$ cat config.mk
export PLATFORM = sky130hd
export DESIGN_NAME = spi_target
export DESIGN_NICKNAME = d
export VERILOG_FILES = /design/src/rtl/spi_pkg.sv /design/src/rtl/spi_pin_sync.sv /design/src/rtl/spi_target.sv
export SDC_FILE = /design/constraint.sdc
export NUM_CORES = 1
export LEC_CHECK = 0
export CORE_UTILIZATION = 57
export CTS_BUF_LIST = sky130_fd_sc_hd__clkbuf_16
export DETAILED_ROUTE_END_ITERATION = 6
export PLACE_DENSITY = 0.86
export SLEW_MARGIN = 40
export SYNTH_ARGS = -nofsm -noshare
export SYNTH_HDL_FRONTEND = slang
export SYNTH_SLANG_ARGS = --single-unit
$ cat constraint.sdc
create_clock -name CLKOSC -period 3.9 [get_ports CLKOSC]
set_input_delay 0.39 -clock CLKOSC [delete_from_list [all_inputs] [get_ports CLKOSC]]
set_output_delay 0.39 -clock CLKOSC [all_outputs]
set_load 0.1 [all_outputs]
$ cat src/rtl/spi_pkg.sv
// Shared definitions for the SPI mode-0 target: byte width, default idle
// byte shifted out when nothing is queued, and the frame state encoding.
package spi_pkg;

  localparam int SPI_BITS = 8;

  localparam logic [SPI_BITS-1:0] DEFAULT_IDLE_BYTE = 8'hFF;

  typedef enum logic {
    ST_IDLE   = 1'b0,
    ST_ACTIVE = 1'b1
  } spi_state_e;

endpackage

$ cat src/rtl/spi_pin_sync.sv
// Brings one asynchronous SPI pin into the CLKOSC domain through a
// SYNC_STAGES-deep flop chain, plus a history flop that turns level changes
// into single-cycle rise/fall strobes.
module spi_pin_sync #(
  parameter int   SYNC_STAGES = 2,
  parameter logic RESET_LEVEL = 1'b0
) (
  input  logic CLKOSC,
  input  logic RST,
  input  logic pin,
  output logic level,
  output logic rise,
  output logic fall
);

  logic [SYNC_STAGES-1:0] sync_q;
  logic                   hist_q;

  // Shift the pin through the synchroniser and remember the previous synchronised level.
  always_ff @(posedge CLKOSC) begin
    if (RST) begin
      sync_q <= {SYNC_STAGES{RESET_LEVEL}};
      hist_q <= RESET_LEVEL;
    end else begin
      sync_q <= {sync_q[SYNC_STAGES-2:0], pin};
      hist_q <= sync_q[SYNC_STAGES-1];
    end
  end

  assign level = sync_q[SYNC_STAGES-1];
  assign rise  = level & ~hist_q;
  assign fall  = ~level & hist_q;

endmodule

$ cat src/rtl/spi_target.sv
// SPI mode-0 target (CPOL=0, CPHA=0, MSB first) for the expansion header.
// Pins are oversampled in the CLKOSC domain; received and transmitted bytes
// are exchanged with local logic through byte-wide handshakes.
module spi_target
  import spi_pkg::*;
#(
  parameter int                  SYNC_STAGES = 2,
  parameter logic [SPI_BITS-1:0] IDLE_BYTE   = DEFAULT_IDLE_BYTE
) (
  input  logic                CLKOSC,
  input  logic                RST,
  input  logic                SCK,
  input  logic                MOSI,
  input  logic                CS_N,
  output logic                MISO,
  output logic                MISO_OE,
  output logic [SPI_BITS-1:0] RX_DATA,
  output logic                RX_VALID,
  input  logic                RX_ACK,
  input  logic [SPI_BITS-1:0] TX_DATA,
  input  logic                TX_LOAD,
  output logic                TX_READY,
  output logic                RX_OVERRUN,
  output logic                TX_UNDERRUN,
  output logic                FRAME_ABORT
);

  localparam int                CNT_W    = $clog2(SPI_BITS);
  localparam logic [CNT_W-1:0]  LAST_BIT = CNT_W'(SPI_BITS - 1);

  // Synchronised pin views and edge strobes
  logic sck_level, sck_rise, sck_fall;
  logic mosi_level, mosi_rise, mosi_fall;
  logic cs_level, cs_rise, cs_fall;

  // Level/edge outputs the protocol logic has no use for; the "unused" name keeps lint quiet
  logic unused_pin_views;
  assign unused_pin_views = ^{sck_level, mosi_rise, mosi_fall, cs_level};

  spi_pin_sync #(.SYNC_STAGES(SYNC_STAGES), .RESET_LEVEL(1'b0)) u_sync_sck (
    .CLKOSC (CLKOSC),
    .RST    (RST),
    .pin    (SCK),
    .level  (sck_level),
    .rise   (sck_rise),
    .fall   (sck_fall)
  );

  spi_pin_sync #(.SYNC_STAGES(SYNC_STAGES), .RESET_LEVEL(1'b1)) u_sync_mosi (
    .CLKOSC (CLKOSC),
    .RST    (RST),
    .pin    (MOSI),
    .level  (mosi_level),
    .rise   (mosi_rise),
    .fall   (mosi_fall)
  );

  spi_pin_sync #(.SYNC_STAGES(SYNC_STAGES), .RESET_LEVEL(1'b1)) u_sync_cs (
    .CLKOSC (CLKOSC),
    .RST    (RST),
    .pin    (CS_N),
    .level  (cs_level),
    .rise   (cs_rise),
    .fall   (cs_fall)
  );

  // Registered state
  spi_state_e          state_q, state_d;
  logic [CNT_W-1:0]    bitcnt_q, bitcnt_d;
  logic [SPI_BITS-1:0] rx_shift_q, rx_shift_d;
  logic [SPI_BITS-1:0] tx_shift_q, tx_shift_d;
  logic [SPI_BITS-1:0] hold_q, hold_d;
  logic                hold_full_q, hold_full_d;
  logic                reload_q, reload_d;
  logic [SPI_BITS-1:0] rx_data_q, rx_data_d;
  logic                rx_valid_q, rx_valid_d;
  logic                miso_q, miso_d;
  logic                miso_oe_q, miso_oe_d;
  logic                rx_overrun_q, rx_overrun_d;
  logic                tx_underrun_q, tx_underrun_d;
  logic                frame_abort_q, frame_abort_d;

  // Helpers for the combinational process
  logic                start_byte;
  logic                hold_free;
  logic [SPI_BITS-1:0] rx_byte;
  logic [SPI_BITS-1:0] tx_start_byte;

  assign rx_byte       = {rx_shift_q[SPI_BITS-2:0], mosi_level};
  assign tx_start_byte = hold_full_q ? hold_q : IDLE_BYTE;

  // Next-state and datapath decisions: frame tracking, bit shifting, byte reloads and the holding register.
  always_comb begin
    state_d       = state_q;
    bitcnt_d      = bitcnt_q;
    rx_shift_d    = rx_shift_q;
    tx_shift_d    = tx_shift_q;
    hold_d        = hold_q;
    hold_full_d   = hold_full_q;
    reload_d      = reload_q;
    rx_data_d     = rx_data_q;
    rx_valid_d    = rx_valid_q & ~RX_ACK;
    miso_d        = miso_q;
    miso_oe_d     = miso_oe_q;
    rx_overrun_d  = 1'b0;
    tx_underrun_d = 1'b0;
    frame_abort_d = 1'b0;
    start_byte    = 1'b0;
    hold_free     = 1'b0;

    case (state_q)
      ST_IDLE: begin
        if (cs_fall) begin
          state_d    = ST_ACTIVE;
          bitcnt_d   = '0;
          reload_d   = 1'b0;
          miso_oe_d  = 1'b1;
          start_byte = 1'b1;
        end
      end
      ST_ACTIVE: begin
        if (cs_rise) begin
          state_d       = ST_IDLE;
          miso_oe_d     = 1'b0;
          miso_d        = 1'b1;
          frame_abort_d = (bitcnt_q != '0);
          bitcnt_d      = '0;
          reload_d      = 1'b0;
        end else if (sck_rise) begin
          rx_shift_d = rx_byte;
          if (bitcnt_q == LAST_BIT) begin
            bitcnt_d     = '0;
            rx_data_d    = rx_byte;
            rx_valid_d   = 1'b1;
            rx_overrun_d = rx_valid_q & ~RX_ACK;
            reload_d     = 1'b1;
          end else begin
            bitcnt_d = bitcnt_q + CNT_W'(1);
          end
        end else if (sck_fall) begin
          if (reload_q) begin
            start_byte = 1'b1;
            reload_d   = 1'b0;
          end else begin
            tx_shift_d = {tx_shift_q[SPI_BITS-2:0], 1'b1};
            miso_d     = tx_shift_q[SPI_BITS-2];
          end
        end
      end
    endcase

    if (start_byte) begin
      tx_shift_d    = tx_start_byte;
      miso_d        = tx_start_byte[SPI_BITS-1];
      tx_underrun_d = ~hold_full_q;
    end

    // A byte start empties the holding register before a same-cycle load is considered
    hold_free   = ~hold_full_q | start_byte;
    hold_full_d = hold_full_q & ~start_byte;
    if (TX_LOAD && hold_free) begin
      hold_d      = TX_DATA;
      hold_full_d = 1'b1;
    end
  end

  // State and datapath registers with synchronous reset.
  always_ff @(posedge CLKOSC) begin
    if (RST) begin
      state_q       <= ST_IDLE;
      bitcnt_q      <= '0;
      rx_shift_q    <= '0;
      tx_shift_q    <= '0;
      hold_q        <= '0;
      hold_full_q   <= 1'b0;
      reload_q      <= 1'b0;
      rx_data_q     <= '0;
      rx_valid_q    <= 1'b0;
      miso_q        <= 1'b1;
      miso_oe_q     <= 1'b0;
      rx_overrun_q  <= 1'b0;
      tx_underrun_q <= 1'b0;
      frame_abort_q <= 1'b0;
    end else begin
      state_q       <= state_d;
      bitcnt_q      <= bitcnt_d;
      rx_shift_q    <= rx_shift_d;
      tx_shift_q    <= tx_shift_d;
      hold_q        <= hold_d;
      hold_full_q   <= hold_full_d;
      reload_q      <= reload_d;
      rx_data_q     <= rx_data_d;
      rx_valid_q    <= rx_valid_d;
      miso_q        <= miso_d;
      miso_oe_q     <= miso_oe_d;
      rx_overrun_q  <= rx_overrun_d;
      tx_underrun_q <= tx_underrun_d;
      frame_abort_q <= frame_abort_d;
    end
  end

  assign MISO        = miso_q;
  assign MISO_OE     = miso_oe_q;
  assign RX_DATA     = rx_data_q;
  assign RX_VALID    = rx_valid_q;
  assign TX_READY    = ~hold_full_q;
  assign RX_OVERRUN  = rx_overrun_q;
  assign TX_UNDERRUN = tx_underrun_q;
  assign FRAME_ABORT = frame_abort_q;

endmodule

==> results by group <==
Synth
  • Post-synthesis simple-gate area fraction: 0.1956
  • Library cells used by synthesis: 37
  • Seq/Total Area, Yosys: 0.4756
  • Post-Syn Area: 2105 um2
  • Largest family of logic cells by synthesized area: simple AND/OR/NAND/NOR gates
  • Syn. warnings: 0
  • Compound-cell area share of the yosys netlist: 0.1308
  • Post-Synth Adder-Cell Area: 0.02973
  • Syn Area/Cell: 9.927 um2
  • Mux share of post-synthesis cell area: 0.1094
  • Mapped Cells: 212
  • Syn_nets: 232
  • Synth Register Bits: 50
  • XOR/XNOR Fraction of Synth Area: 0

Drt
  • WL final: 3.691 mm
  • # DRC: 0
  • Remaining antenna violation count: 0
  • Number of vias per cell: 5.285
  • First-pass DRT Iterations: 4
  • Detailed-route wire length per cell: 13.00 um
  • Vias: 1501
  • DRT iter0 DRCs: 90

Power and ir drop
  • Pwr Density: 422.4 nW/um2
  • Clock group share of total power: 0.395
  • Peak VDD IR: 308.3 uV
  • P_sw: 242.4 uW
  • Sw Share: 0.2335
  • Flop pwr share: 0.517
  • Leak: 0.001047 uW
  • Int Pwr: 795.7 uW
  • Logic pwr share: 0.088

Floorplan
  • Die area: 3939 um2
  • Die W: 62.76 um
  • Core Rows: 21
  • Die Ht: 62.76 um
  • Core area: 3442 um2
  • Initial Util: 0.6114
  • I/O pins: 30

Clocking
  • H-tree lvl count: 2
  • Hold-fix buffers, CTS: 0
  • Post-CTS Setup Bufs: 0
  • Longest Clk Path Bufs: 2
  • Num CTS Buffers: 5
  • Clk slew on worst S/H paths: 0.06 ns
  • CTS Sinks: 50
  • Root Driver: clkbuf_16
  • Post-cts sizing count: 0
  • Clk Latency, worst-skew pair: 0.29 ns
  • CTS tree: built

Placement
  • Placed cells: 276
  • Final HPWL DP: 2.477 mm
  • Port Buffers: 29
  • Final Wtd Congestion: 0.7328
  • Placement Cell Area: 2321 um2

Timing
  • Setup violators final: 0
  • Final worst path period need: 1.998 ns
  • RSZ-0062 raised after global routing: false
  • Slew Limit Fails: 0
  • Fin. Hold Viols: 0
  • Period Utilization, post-route: 0.5122
  • Clk_skew: 0.005497 ns
  • Fmax: 0.5006 GHz
  • Worst-Margin Slew: 0.6439 ns
  • Max_slew headroom: 0.5695
  • TNS Setup: 0 ns

Global routing
  • Grt total ovfl: 0
  • First-pass GRT wire length: 6.630 mm
  • Initial antenna violation count: 0
  • Vias in the first global route: 1490
  • GRT Total Usage: 0.2167
  • Largest net degree at the start of global routing: 30

Worst setup path
  • Required @ worst endpoint: 4.07 ns
  • CP startpoint kind: flop
  • Reg2reg setup slack: 1.90 ns
  • Critical path class: flop to flop
  • Element type at the critical path end: flop
  • Critical path fanouts, max: 12
  • Crit path DAT: 2.17 ns

Cells and area
  • Commonest non-fill, non-tap cell in the layout: dfxtp_1
  • Fin nets: 257
  • Final core utilization: 0.7139
  • Final Instance Area: 2457 um2
  • Finished Layout Cells: 284
  • Number of inserted diodes: 0
  • Syn-to-layout area delta: 16.77%
  • Commonest non-fill, non-tap cells in the layout: 50 x dfxtp_1, 29 x nor2_1, 23 x mux2i_1
  • Share of post-route cells with drive strength above 1: 0.1639

Run
  • Max Cap Viol: 0

Min path
  • Worst min-delay path class: flop to flop

Status
  • Status: complete, no violations
-- area by class of cell --
type | count | area (um2)
Inverter | 15 | 56.30
Multi-Input combinational cell | 135 | 983.4
Clock inverter | 3 | 16.27
Timing Repair Buffer | 30 | 217.7
Clock buffer | 5 | 125.1
Fill cell | 275 | 984.7
Tap cell | 46 | 57.56
Sequential cell | 50 | 1001
-- logic make-up after synthesis --
kind of cell    after synthesis
simple gates                 75
flops                        50
compound gates               32
buf+inv                      27
mux                          23
fa+ha+maj                     5
-- stage by stage --
stage | setup WS [ns] | power, uW | hold slack [ns]
after global routing | 1.710 | 1076 | 0.4194
after global placement | 1.754 | 639.8 | 0.3934
final | 1.902 | 1038 | 0.4084
after detailed placement | 1.745 | 639.1 | 0.3973
after floorplan | 2.325 | 614.5 | 0.3895
after CTS | 1.906 | 1048 | 0.4120
-- final timing paths --
kind                                           from                   to  cells after the start
worst max-delay path               u_sync_cs.hist_q           RX_DATA[5]                      4
worst min-delay path            u_sync_cs.sync_q[0]  u_sync_cs.sync_q[1]                      1
worst max register to register     u_sync_cs.hist_q           RX_DATA[5]                      4
worst min register to register  u_sync_cs.sync_q[0]  u_sync_cs.sync_q[1]                      1
-- sequential cells by signal, summed over array words and instances, names as in the netlist, 2 cells and up --
signal	flops
RX_DATA	8
bitcnt_q	3
hold_q	8
rx_shift_q	7
tx_shift_q	7
u_sync_cs.sync_q	2
u_sync_mosi.sync_q	2
u_sync_sck.sync_q	2
-- routing by layer --
| layer | vias up | global-route usage | routed length, um |
|---|---|---|---|
| li1 | 768 | - | - |
| met1 | 690 | 0.2655 | 1762 |
| met2 | 32 | 0.3451 | 1704 |
| met3 | 11 | 0.07117 | 149 |
| met4 | 0 | 0.09593 | 75 |
| met5 | - | 0 | 0 |
-- synth_stat cells (all sizes together) --
cell type / instances / area [um2]
nor3: 3 / 15.01
inv: 15 / 56.30
nand3: 4 / 25.02
o21ai: 4 / 20.02
clkbuf: 6 / 22.52
nand2b: 20 / 125.1
mux2i: 23 / 230.2
a41oi: 1 / 16.27
a2111o: 2 / 22.52
and3b: 1 / 8.760
buf: 6 / 45.04
nand2: 1 / 3.750
o21a: 1 / 7.510
nor4b: 1 / 8.760
nor3b: 1 / 18.77
a32o: 1 / 10.01
a21oi: 8 / 40.04
a21boi: 2 / 15.01
a221oi: 1 / 8.760
a31o: 1 / 8.760
or2: 7 / 43.79
o22ai: 2 / 12.51
dfxtp: 50 / 1001
nand4: 2 / 12.51
o32ai: 5 / 81.33
nor2: 29 / 108.9
ha: 5 / 62.56
a31oi: 3 / 25.02
a211oi: 1 / 7.510
nor2b: 5 / 31.28
nor4bb: 1 / 10.01
-- power by group through the flow --
stage | logic, uW | registers, uW | clock network (uW)
floorplan | 55.5 | 559 | 0
global placement | 92.8 | 547 | 0
detailed placement | 92.0 | 547 | 0
CTS | 92.7 | 536 | 419
global route | 100 | 538 | 438
finish | 91.5 | 536 | 410
-- worst max-delay path: stages, from the launching register on --
cell and delay, ns:
dfxtp_1 0.39, nand2b_1 0.46, nand4_1 0.61, mux2i_1 0.34, nor2_1 0.07
No activity file was read; power rests on OpenSTA's default activity.
